[src/rtl/routing_stage.sv]
// Input-channel routing stage: flit FIFO followed by a registered route decision
// and per-port request/grant handshake toward the switch allocator.
module routing_stage #(
    parameter int          DATA_WIDTH      = 64,
    parameter int          FIFO_DEPTH      = 4,
    parameter logic [15:0] CURRENT_ADDRESS = 16'h0000,
    parameter logic [4:0]  DIRECTION       = 5'b00001,
    parameter int          ROUTE_MODE      = 0
) (
    input  logic                          clk,
    input  logic                          reset,
    input  logic                          reqIn,
    input  logic [DATA_WIDTH-1:0]         dataIn,
    output logic                          gntIn,
    output logic [4:0]                    reqOutL,
    output logic [4:0]                    reqOutR,
    output logic [4:0]                    reqOutU,
    output logic [4:0]                    reqOutD,
    output logic [4:0]                    reqOutPE,
    output logic [DATA_WIDTH-1:0]         dataOut,
    input  logic                          gntOutL,
    input  logic                          gntOutR,
    input  logic                          gntOutU,
    input  logic                          gntOutD,
    input  logic                          gntOutPE,
    output logic [$clog2(FIFO_DEPTH):0]   count
);

    localparam int PTR_W = $clog2(FIFO_DEPTH);
    localparam int CNT_W = PTR_W + 1;

    localparam logic [7:0] CUR_X = CURRENT_ADDRESS[15:8];
    localparam logic [7:0] CUR_Y = CURRENT_ADDRESS[7:0];

    // Port mask bit order: L, R, U, D, PE.
    localparam logic [4:0] PORT_L  = 5'b00001;
    localparam logic [4:0] PORT_R  = 5'b00010;
    localparam logic [4:0] PORT_U  = 5'b00100;
    localparam logic [4:0] PORT_D  = 5'b01000;
    localparam logic [4:0] PORT_PE = 5'b10000;

    logic [DATA_WIDTH-1:0] mem [FIFO_DEPTH];
    logic [PTR_W-1:0]      wr_ptr;
    logic [PTR_W-1:0]      rd_ptr;
    logic [CNT_W-1:0]      cnt;

    logic [DATA_WIDTH-1:0] head_p0;
    logic [4:0]            head_port_p0;

    logic                  vld_p1;
    logic [DATA_WIDTH-1:0] data_p1;
    logic [4:0]            port_p1;

    logic [4:0] gnt_vec;
    logic       empty;
    logic       full;
    logic       push;
    logic       pop;
    logic       drain;

    // 8-bit wrap-around sum is intentional: coordinates live on a torus of 256.
    function automatic logic axis_done(input logic       dir,
                                       input logic [7:0] cur,
                                       input logic [3:0] hop,
                                       input logic [7:0] src);
        logic [7:0] sum;
        sum = (dir ? src : cur) + {4'b0000, hop};
        return dir ? (sum == cur) : (sum == src);
    endfunction

    function automatic logic [4:0] route_sel(input logic       dx,
                                             input logic       dy,
                                             input logic [3:0] hx,
                                             input logic [3:0] hy,
                                             input logic [7:0] sx,
                                             input logic [7:0] sy);
        logic       x_ok;
        logic       y_ok;
        logic [4:0] go_x;
        logic [4:0] go_y;
        x_ok = axis_done(dx, CUR_X, hx, sx);
        y_ok = axis_done(dy, CUR_Y, hy, sy);
        go_x = dx ? PORT_R : PORT_L;
        go_y = dy ? PORT_U : PORT_D;
        if (ROUTE_MODE == 0) begin
            route_sel = !x_ok ? go_x : (!y_ok ? go_y : PORT_PE);
        end else begin
            route_sel = !y_ok ? go_y : (!x_ok ? go_x : PORT_PE);
        end
    endfunction

    assign gnt_vec = {gntOutPE, gntOutD, gntOutU, gntOutR, gntOutL};
    assign empty   = (cnt == '0);
    assign full    = (cnt == CNT_W'(FIFO_DEPTH));
    assign gntIn   = !full;
    assign push    = reqIn && !full;
    assign drain   = vld_p1 && |(port_p1 & gnt_vec);
    assign pop     = !empty && (!vld_p1 || drain);
    assign count   = cnt;

    always_ff @(posedge clk) begin
        if (push) begin
            mem[wr_ptr] <= dataIn;
        end
    end

    always_ff @(posedge clk or posedge reset) begin
        if (reset) begin
            wr_ptr <= '0;
            rd_ptr <= '0;
            cnt    <= '0;
        end else begin
            if (push) wr_ptr <= wr_ptr + 1'b1;
            if (pop)  rd_ptr <= rd_ptr + 1'b1;
            if (push && !pop) begin
                cnt <= cnt + 1'b1;
            end else if (!push && pop) begin
                cnt <= cnt - 1'b1;
            end
        end
    end

    // Stage p0: FIFO head and its route, computed combinationally for the load.
    always_comb begin
        head_p0      = mem[rd_ptr];
        head_port_p0 = route_sel(head_p0[62], head_p0[61], head_p0[55:52],
                                 head_p0[51:48], head_p0[47:40], head_p0[39:32]);
    end

    // Stage p1: output register; flit and mask are cleared when nothing is held.
    always_ff @(posedge clk or posedge reset) begin
        if (reset) begin
            vld_p1  <= 1'b0;
            data_p1 <= '0;
            port_p1 <= '0;
        end else if (pop) begin
            vld_p1  <= 1'b1;
            data_p1 <= head_p0;
            port_p1 <= head_port_p0;
        end else if (drain) begin
            vld_p1  <= 1'b0;
            data_p1 <= '0;
            port_p1 <= '0;
        end
    end

    assign dataOut  = data_p1;
    assign reqOutL  = port_p1[0] ? DIRECTION : 5'b00000;
    assign reqOutR  = port_p1[1] ? DIRECTION : 5'b00000;
    assign reqOutU  = port_p1[2] ? DIRECTION : 5'b00000;
    assign reqOutD  = port_p1[3] ? DIRECTION : 5'b00000;
    assign reqOutPE = port_p1[4] ? DIRECTION : 5'b00000;

endmodule

[config.mk]
export PLATFORM = sky130hd
export DESIGN_NAME = routing_stage
export DESIGN_NICKNAME = d
export VERILOG_FILES = /design/src/rtl/routing_stage.sv
export SDC_FILE = /design/constraint.sdc
export NUM_CORES = 1
export LEC_CHECK = 0
export CAP_MARGIN = 20
export CELL_PAD_IN_SITES_DETAIL_PLACEMENT = 1
export CELL_PAD_IN_SITES_GLOBAL_PLACEMENT = 2
export CORE_MARGIN = 2
export CORE_UTILIZATION = 38
export CTS_BUF_LIST = sky130_fd_sc_hd__clkbuf_16
export CTS_CLUSTER_SIZE = 12
export DETAILED_ROUTE_END_ITERATION = 7
export HOLD_SLACK_MARGIN = 0.03
export PLACE_DENSITY_LB_ADDON = 0.1
export SETUP_SLACK_MARGIN = 0.3
export SLEW_MARGIN = 20
export SYNTH_ARGS = -nofsm -noshare
export SYNTH_HDL_FRONTEND = slang
export SYNTH_SLANG_ARGS = --single-unit
[constraint.sdc]
create_clock -name clk -period 4.9 [get_ports clk]
set_clock_uncertainty 0.2 [all_clocks]
set_input_delay 0.735 -clock clk [delete_from_list [all_inputs] [get_ports clk]]
set_output_delay 0.735 -clock clk [all_outputs]
set_load 0.02 [all_outputs]
==> run summary, run 1 <==
The first-iteration detailed-routing DRC count is 369. The number of different library cells in the post-synthesis netlist is 54. The post-detailed-routing wire length came out at roughly 30000 um.

The top-level port count is 165. The placeable core region is 0.0336 mm2. TritonCTS built the clock tree. After filler insertion, the fill cell instance count of the layout stands at ~3100. The average instance area after synthesis is around 20 um2. The final-report hold violation count is 0. The overall track demand over capacity in global routing is 17.5%. The tree is rooted in a clkbuf_16. The floorplan die height is 189 um. The post-placement setup slack is 894 ps. The count of warnings emitted by yosys is 0.

The number of placed cells counting well taps is 1234. The type of element launching the critical path is a flop. Setup violations remaining at the end of the flow were counted as 0. STA classifies the critical path endpoint as a flop.

The count of port buffers added during placement is 144. The minimum setup slack in the final design came out at 948 ps. The final-layout setup total negative slack came out at 0 ps.

The floorplan step defined a die boundary enclosing 0.0357 mm2. The clock sink total came out at 333. The wire length of the first global-routing pass is 46900 um.

The number of cells produced by synthesis is 657. The worst setup slack for register-to-register paths is between 900 and 1000 ps. The number of buffers on the longest clock path is 3. The setup path with the least slack is of type flop to flop. The tightest min-delay check is of the flop to flop type. STA puts the critical path data required time at 5130 ps. The H-tree depth came out at 2. The peak fanout along the critical path came out at 14. The worst-margin pin slew is 934 ps. By area the synthesized netlist is led by edfxtp_1 59%, dfrtp_1 15%, mux4_2 11%. For the worst setup path, the data arrival time is 4180 ps.

The clock period minus worst slack came out at 3950 ps. The via-per-instance ratio came out at 5.24. Setup repair after global routing left no endpoint under its margin.

The chip width is approximately 190 um. The netlist area before placement is 0.0130 mm2. Clock-pin slew was measured on the worst setup and hold paths at 60 ps. Global routing finished with a remaining overflow of 0. The mean routed wirelength per cell came out at 23.2 um.

The post-synthesis sequential element count came out at 333. The synthesized design devotes to its leading area cell type 59.1% of total area. In this run the post-CTS setup repair buffer count came out at 0. The part of the Yosys area used for sequential elements is 73.9%. The flow ran to the end, and the final reports show no timing, DRC or antenna violations. The placed wire-length estimate is 18700 um. The core utilization of the finished layout came out at 48.1%. The congestion estimate from routability-driven global placement came to 0.803. Summing over every cut layer, the via total after detailed routing is 6838. The highest clock rate is 0.253 GHz. Entering global routing, the biggest net connects 66 pins. The count of max-cap constraint violations came out at 0. The net total in the final layout came out at 915. Buffers inserted to repair hold after CTS numbered 0. The static leakage came out at 5.77 nW. The fraction of final layout cells sized beyond drive strength 1 is between 15 and 20%. The area growth from synthesis to layout is 24.3%.

Once the floorplan was initialized, standard cells occupied 38.7% of the core. The count of flip-flops with a built-in enable after synthesis came out at 256. The clock insertion delay at the later pin of the skew report is 520 ps. The power density relative to cell area came out at 697 mW/mm2. In the routed design, unresolved DRC markers number 0.

Of all cell types, the one taking the most synthesized area is edfxtp_1. The async set-or-reset flop fraction in the synthesized netlist is 23.1%. The initial antenna violation count is 3. The relative slew slack is around 38%. The count of final max-slew check failures is 0. The number of nets with antenna violations after detailed routing came out at 0. Gates resized during post-CTS repair numbered 0. Row generation in the floorplan step produced 67 rows.

The number of global-route vias before repair came out at 7616. The first detailed-routing pass took 4 iterations. The post-layout instance count excluding filler cells came out at 1305.

VDD sags by at most 0.338 mV. Clock tree synthesis inserted a total of 38 buffers. The final period utilization is 80.7%. The most used flip-flop cell after synthesis is edfxtp_1.
[cell type report]
cell class | instances | area, um2 | share of cell area (%)
Clock inverter | 30 | 198 | 1.22
Tap cell | 448 | 561 | 3.47
Sequential cell | 333 | 9620 | 59.5
Timing Repair Buffer | 161 | 1590 | 9.83
Inverter | 10 | 40.0 | 0.248
Clock buffer | 39 | 976 | 6.04
Antenna cell | 1 | 2.50 | 0.0155
Multi-Input combinational cell | 283 | 3170 | 19.6
[final timing paths]
| path | from | end | depth (start not counted) |
|---|---|---|---|
| min | dataOut[49] | dataOut[49] | 2 |
| max | rd_ptr[0] | port_p1[3] | 11 |
| max in group asynchronous | reset | count[2] | 3 |
| min in group asynchronous | reset | dataOut[31] | 2 |
| min reg2reg | dataOut[49] | dataOut[49] | 2 |
| max reg2reg | rd_ptr[0] | port_p1[3] | 11 |
[flip-flops by register name, summed over array words and instances, names as in the netlist]
name and flops:
dataOut 64, port_p1 5, rd_ptr 2, vld_p1 1
count 3, mem 256, wr_ptr 2
[kinds of logic after synthesis]
group / synth area share, %
buffers and inverters: 2.57
XOR/XNOR: 1.69
other: 0.0288
AO/OA/AOI/OAI: 6.24
multiplexers: 11.3
adder cells (fa/ha/maj): 1.71
AND/OR/NAND/NOR: 2.48
flip-flops: 73.9
[layer usage]
| metal | track usage [%] | vias up | share of wire (%) |
|---|---|---|---|
| li1 | - | 2961 | - |
| met1 | 23.5 | 3633 | 43 |
| met2 | 29.3 | 191 | 49 |
| met3 | 3.60 | 49 | 5.4 |
| met4 | 4.12 | 4 | 1.9 |
| met5 | 0 | - | 0.089 |
[synthesized netlist by cell type (2+ instances only)]
library cell  instances
a22o_1               62
nor2_1                8
buf_4                20
o31ai_1               2
mux4_1                3
a22oi_1               2
clkbuf_1             18
fa_1                  3
edfxtp_1            256
nor2b_1               2
xor2_1                9
nor3_1                3
dfrtp_1              77
o21ai_0               8
o21ai_1               2
nand2_1              17
nand3_1               2
and2_1               12
buf_1                 2
a21oi_1               6
ha_1                 13
or3_1                 2
and3_1                5
mux4_2               61
inv_1                10
xnor3_1               2
a21o_1                3
o211ai_1              2
o21a_1                2
xnor2_1              11
a32oi_1               2
buf_2                 8
[placed cells by master, fill, tap and decap left out, drive strengths merged, types with 3 or more instances in the layout]
cell / instances
edfxtp: 256
clkdlybuf4s50: 144
dfrtp: 77
mux4: 64
a22o: 62
clkbuf: 39
conb: 20
inv: 19
clkinv: 19
nand2: 17
buf: 17
ha: 13
and2: 13
xnor2: 11
o21ai: 10
xor2: 9
nor2: 8
a21oi: 6
and3: 5
nor3: 3
a21o: 3
fa: 3
o31ai: 3
[stage by stage]
stage | power (mW) | hold slack [ps] | area (um2)
finish | 11.3 | 287 | 16200
global route | 11.9 | 307 | 16200
CTS | 11.4 | 291 | 16100
detailed placement | 8.72 | 278 | 15000
global placement | 8.57 | 271 | 15000
floorplan | 7.10 | 380 | 13100
[critical path: stages, from the launching register on]
cell	delay, ps
dfrtp_4	590
buf_4	310
mux4_2	570
and2_1	160
ha_1	230
fa_1	460
a21o_1	210
a21oi_1	290
xnor2_1	150
nor4_4	320
a32oi_1	140
o31ai_2	230
[power breakdown]
part	switching, mW	internal [mW]	total (mW)
Combinational	2.35	2.04	4.39
Clock	1.09	1.55	2.64
Sequential	0.395	3.83	4.23
Total	3.84	7.42	11.3
(Power assumes the default switching activity.)
==> run 2: changes to the inputs <==
==> constraint.sdc (replaced) <==
create_clock -name clk -period 3.2 [get_ports clk]
set_clock_uncertainty 0.2 [all_clocks]
set_input_delay 0.48 -clock clk [delete_from_list [all_inputs] [get_ports clk]]
set_output_delay 0.48 -clock clk [all_outputs]
set_load 0.02 [all_outputs]
==> run 2 against run 1 <==
  * Die area did not move
  * Register-to-register slack got worse by 930 ps
  * Cell count grew 2.1%
  * Hold slack worse by 120 ps
  * Fmax increased by 24%
  * Total power increased by 59%
  * Count of clock-buffer cells in the layout unchanged
  * Setup slack worse by 930 ps
  * Combinational power up 70%
==> run summary, run 2 (synthesis gave the netlist of run 1 again) <==
The flow ran to the end, and the final reports show no timing, DRC or antenna violations. The most common library cell in the layout ignoring fill and taps is edfxtp_1. The clock period minus worst slack is 3190 ps (-765 ps). The relative slew slack is 57.2% (+19 points). The power density relative to cell area came out at 1080 mW/mm2 (+55%). The startpoint identified for the worst register-to-register timing path is rd_ptr[0]. The worst hold path belongs to the class input port to asynchronous set/reset pin.

The number of standard-cell rows in the floorplan was 67 (unchanged). The static leakage is 5.96 nW (+3.3%). The chip width is 189 um (unchanged).

The number of buffers on the longest clock path came out at 3 (unchanged). The clock insertion delay at the later pin of the skew report is 510 ps (about the same). The data arrival time of the critical path was 3410 ps (-770 ps). The number of placed cells counting well taps came out at 1260 (+2.1%). The total power came out at 17.9 mW (+59%). The CTS tree is done. The first-iteration detailed-routing DRC count is 345 (-6.5%). The critical path goes through buf_4, mux4_2, and2_4, ha_4, fa_2, xor2_2, xnor2_1, nand2_1, nor4_4, a32oi_2, o31ai_2.

The pin count of the biggest net entering global routing is 70 (+6.1%). The required time of the critical path was 3420 ps (-1710 ps). The post-layout instance count excluding filler cells came out at 1332 (+2.1%). The placed wire-length estimate came out at 19800 um (+5.8%). The total vias in the final route is 6855 (+0.25%). The post-detailed-routing wire length is 30600 um (+1.3%). The DRC violation count after routing is 0 (unchanged). The worst-margin pin slew was 643 ps (-292 ps). The number of buffers added to fix hold violations after cts came out at 0 (unchanged).

In the layout the commonest cells are 256 x edfxtp_1, 144 x clkdlybuf4s50_1, 75 x dfrtp_1. The number of cells on the worst reg-to-reg path was 11 (unchanged). The count of final max-slew check failures was 0 (unchanged). The peak fanout along the critical path is 7 (-7). The clock sink total is 333 (unchanged). The fraction of final layout cells sized beyond drive strength 1 came out at 21.2% (+5.1 points).

STA classifies the critical path startpoint as a flop. By startpoint and endpoint, the worst setup path is classified as flop to flop. The worst flop-to-flop path endpoint is port_p1[3].

The final number of setup-violating endpoints is 0 (unchanged). The full die area is 0.0357 mm2 (unchanged). The worst setup path is captured at a flop. The number of clock buffers inserted by TritonCTS came out at 38 (unchanged). The floorplan die height is 189 um (unchanged). The number of nets with antenna violations after detailed routing is 0 (unchanged). The count of max-cap constraint violations is 0 (unchanged). The placeable core region is 0.0336 mm2 (unchanged). The slowest stage of the critical path belongs to the cell dfrtp_4. Setup repair after global routing could not meet its margin everywhere. The total iterations of the first detailed-routing run came out at 6 (+2). The initial antenna violation count came out at 3 (unchanged). The effective utilization at floorplan is 38.7% (unchanged). The register with the most flip-flops in the final layout is mem. The synthesis-to-layout area growth came out at 27.3%. The mean routed wirelength per cell is 23.0 um (-0.75%).

The net total in the final layout came to 942 (+3.0%). The highest clock rate is 0.314 GHz (+24%). The H-tree depth came out at 2 (unchanged).

The tree is rooted in a clkbuf_16. The last weighted congestion value of the routability-driven placer came to 0.832 (+3.6%). The final period utilization is 99.6% (+19 points). The largest stage delay on the critical path is 500 ps (-90 ps). The worst setup slack for register-to-register paths is 10 ps (-930 ps). The count of port buffers added during placement came out at 144 (unchanged). The number of global-route vias before repair came out at 7823 (+2.7%). The final-report hold violation count is 0 (unchanged). The maximum resistive drop on vdd is 0.590 mV (+75%). The top-level port count is 165 (unchanged).

The number of flip-flops under the largest register name is 256 (unchanged). The via-per-instance ratio came out at 5.15 (-1.8%). The overall track demand over capacity in global routing came to 17.8% (+0.31 points). The clock-pin transition on the worst setup and hold timing paths is 60 ps (about the same). The wire length of the first global-routing pass came out at 47800 um (+1.9%).

The remaining global-route overflow came out at 0 (unchanged).
[run 2: final cells by class]
class,count,area [um2]
clock buffer,39,976
clock inverter,30,185
timing repair buffer,188,1870
fill,3100,17100
tap,448,561
antenna,1,2.50
sequential,333,9620
multi-input combinational,283,3300
inverter,10,40.0
[run 2: critical path, delay by kind of cell, from the launching register on]
kind / cells / cell delay [ps]
compound gates: 2 / 300
xor+xnor: 2 / 350
fa+ha+maj: 2 / 530
buf+inv: 1 / 150
flops: 1 / 500
mux: 1 / 500
simple gates: 3 / 550
[run 2: worst max path at each step]
stage,slack [ps],cells past startpoint,to,from
after CTS,-20,11,port_p1[3],rd_ptr[0]
after detailed placement,-60,10,port_p1[3],rd_ptr[0]
after global placement,50,10,port_p1[4],rd_ptr[0]
after floorplan,50,13,port_p1[4],rd_ptr[0]
final,10,11,port_p1[3],rd_ptr[0]
after global routing,-140,10,port_p1[3],rd_ptr[0]
[run 2: power by group]
part	switching, mW	internal [mW]
clock	1.67	2.36
sequential	0.521	5.87
combinational	3.88	3.58
total	6.06	11.8
[run 2: stage by stage]
stage	util (%)	TNS [ps]	hold slack, ps	setup slack (ps)	instance area, um2
global route	49.2	-537	209	-144	16500
CTS	49.2	-18.1	198	-15.6	16500
global placement	45.6	0	289	52.7	15300
detailed placement	45.6	-66.4	294	-55.1	15300
finish	49.2	0	166	13.4	16600
floorplan	-	0	379	50.3	13200
[run 2: timing repair]
action	CTS	global route
gates cloned	0	0
gates resized for setup	6	2
endpoints found under the setup margin	5	5
pin swaps	2	0
buffers inserted	2	0
[run 2: routing by layer]
metal	global-route usage, %	up-vias	routed length, um
met5	0	-	11
met4	4.33	2	515
met3	3.80	41	1690
met2	30.2	174	15200
met1	23.4	3627	13200
li1	-	3011	-
==> run 3: changes to the inputs <==
--- a/config.mk
+++ b/config.mk
@@ -13,6 +13,7 @@
 export CTS_BUF_LIST = sky130_fd_sc_hd__clkbuf_16
 export CTS_CLUSTER_SIZE = 12
 export DETAILED_ROUTE_END_ITERATION = 7
+export DONT_BUFFER_PORTS = 1
 export HOLD_SLACK_MARGIN = 0.03
 export PLACE_DENSITY_LB_ADDON = 0.1
 export SETUP_SLACK_MARGIN = 0.3
==> run 3 against run 2 <==
  * The run now ends with setup timing left
  * Setup slack lost 17 ps
  * Die area did not move
  * Utilization down 2.0 points
  * Cell area is 4.2% lower
  * Critical path type unchanged
  * Wire length fell by 1.1%
  * Combinational power is 16% lower
==> run summary, run 3 (synthesis gave the netlist of run 1 again) <==
The run finished, with violations left. The final reports fail on setup timing. The chip width came out at 189 um (unchanged). Tracing the worst setup path back leads to its startpoint at rd_ptr[0]. The remaining global-route overflow is 0 (unchanged).

The startpoint identified for the worst register-to-register timing path is rd_ptr[0]. The setup path with the least slack is of type flop to flop. The required time of the critical path is 3440 ps (+20 ps).

In this run the worst hold path is classified as input port to flop. The peak fanout along the critical path is 5 (-2). In the layout the commonest cells are 256 x edfxtp_1, 75 x dfrtp_1, 65 x dlygate4sd3_1. The final period utilization was 100% (+0.53 points). The internal power is 11.3 mW (-4.6%). The total power came out at 17.3 mW (-3.2%).

The floorplan die height came out at 189 um (unchanged). The clock-pin transition on the worst setup and hold timing paths came out at 60 ps (about the same). The net total in the final layout came out at 866 (-8.1%). The total vias in the final route came out at 6541 (-4.6%). The total iterations of the first detailed-routing run came out at 4 (-2).

The tree is rooted in a clkbuf_16. The final-report hold violation count came to 0 (unchanged). The worst-margin pin slew was 975 ps (+332 ps). The switching fraction of total power is 34.9% (+0.94 points).

The mean routed wirelength per cell is 24.1 um (+4.8%). The number of standard-cell rows in the floorplan came out at 67 (unchanged). The count of final max-slew check failures came out at 0 (unchanged).

The count of max-cap constraint violations came out at 0 (unchanged). TritonCTS built the clock tree. The maximum resistive drop on vdd is 0.837 mV (+42%).

The type of element launching the critical path is a flop. The number of flip-flops under the largest register name came to 256 (unchanged). STA classifies the critical path endpoint as a flop. The full die area came out at 0.0357 mm2 (unchanged). The number of clock buffers inserted by TritonCTS is 38 (unchanged). The initial antenna violation count is 3 (unchanged). The first-iteration detailed-routing DRC count is 259 (-25%).

The minimum setup slack in the final design came out at -3.59 ps (-17.0 ps). The overall track demand over capacity in global routing is 17.5% (-0.26 points). The number of cells on the worst reg-to-reg path came to 12 (+1).

The clock period minus worst slack is 3200 ps (+17.0 ps). From synthesis to final layout, the design area changed by 22.0%. The H-tree depth came out at 2 (unchanged).

The relative slew slack came out at 35.0% (-22 points). The fraction of final layout cells sized beyond drive strength 1 came to 24.4% (+3.2 points). The library cell used most frequently in the layout, excluding fill and tap cells, is edfxtp_1. The data arrival time of the critical path is 3440 ps (+30 ps).

More flip-flops sit in one register than any other, and that register is mem. The DRC violation count after routing came out at 0 (unchanged). The top-level port count came to 165 (unchanged). The clock sink total is 333 (unchanged). The number of nets with antenna violations after detailed routing came out at 0 (unchanged). The number of placed cells counting well taps was 1110 (-12%).

The final hold slack came out at 142 ps (-24.9 ps). The pin count of the biggest net entering global routing is 70 (unchanged). The wire length of the first global-routing pass is 46600 um (-2.7%). The worst setup slack for register-to-register paths came out at -4 ps (-20 ps). The capturing instance or port of the critical path is port_p1[4].

The last weighted congestion value of the routability-driven placer is 0.779 (-6.3%). The static leakage came out at 5.72 nW (-4.0%). The number of global-route vias before repair came out at 7449 (-4.8%). The via-per-instance ratio is 5.20 (+1.0%). The net switching power figure is 6.03 mW (-0.53%).

The post-layout instance count excluding filler cells came out at 1258 (-5.6%). The placeable core region came out at 0.0336 mm2 (unchanged). The count of port buffers added during placement is 0 (-100%). The power density relative to cell area is 1090 mW/mm2 (+0.98%). The effective utilization at floorplan came out at 38.7% (unchanged). The worst register-to-register path ends at port_p1[4]. Setup repair after global routing could not meet its margin everywhere. The placed wire-length estimate is 18700 um (-5.5%). The number of buffers on the longest clock path was 3 (unchanged). The clock insertion delay at the later pin of the skew report came out at 520 ps (about the same). The post-placement setup slack was -49.9 ps (+5.22 ps). The combinational share of power is 36.0% (-5.7 points). The power share of the clock group was 23.6% (+1.1 points). The post-detailed-routing wire length came out at 30300 um (-1.1%).

The final-layout setup total negative slack came out at -3.59 ps (-3.59 ps). The final number of setup-violating endpoints is 1 (+1). The highest clock rate is 0.312 GHz (-0.53%).

The sequential cell fraction of total power is 40.4% (+4.7 points).
==> run 3: cell types whose count changed in the layout (fill, tap and decap cells not counted), sizes merged <==
cell           previous run  this run
buf                      44        47
clkbuf                   39        38
diode                     1         2
clkinvlp                  2         1
bufinv                    2         3
clkinv                   10        12
dlygate4sd3               0        65
clkdlybuf4s50           144         0
==> run 3: final cells by class <==
class                      count  area (um2)
fill                        3087       17800
sequential                   333        9620
multi-input combinational    283        3340
timing repair buffer         112        1120
clock buffer                  38         951
tap                          448         561
clock inverter                32         230
inverter                      10        40.0
antenna                        2        5.00
==> run 3: power by group through the flow <==
stage	combinational, mW	clock [mW]	sequential [mW]
finish	6.23	4.09	6.99
global route	6.80	4.38	7.12
CTS	6.23	4.21	7.03
detailed placement	5.93	0	7.10
global placement	5.80	0	7.05
floorplan	4.35	0	6.79
==> run 3: worst min path at each step <==
stage,start,endpoint,slack [ps],cells past startpoint
detailed placement,dataIn[56],mem[2][56],380,0
global placement,dataIn[11],mem[2][11],380,0
finish,gntOutPE,vld_p1,140,3
floorplan,dataIn[0],mem[0][0],380,0
global route,gntOutPE,vld_p1,160,3
CTS,gntOutPE,vld_p1,120,3
==> run 3: repair_timing <==
action,4_1_cts,5_1_grt
setup buffers,6,4
gates cloned,1,0
pin swaps,4,6
hold endpoints to repair,315,0
setup endpoints to repair,5,5
gates resized for setup,7,9
hold buffers,65,0
==> run 3: worst max-delay path: stages (launching register included) <==
cell     delay, ps
dfrtp_4        520
buf_4          170
buf_16         130
mux4_2         480
ha_4           190
inv_2           50
fa_2           230
nor2b_1         60
o21a_1         200
or3_1          300
a21o_1         180
o32a_1         290
o21ai_1        120
==> run 3: per-stage QoR <==
step	util, %	area [um2]
floorplan	-	13200
global placement	41.2	13900
detailed placement	41.2	13900
CTS	47.0	15800
global route	47.2	15900
finish	47.2	15900
==> run 3: routing by layer <==
metal	track usage (%)	share of wire, %	vias to the layer above	wire, um
li1	-	-	2854	-
met1	22.9	43	3496	13000
met2	29.4	50	152	15200
met3	4.32	5.4	37	1640
met4	4.48	1.5	2	464
met5	0	0.036	-	11
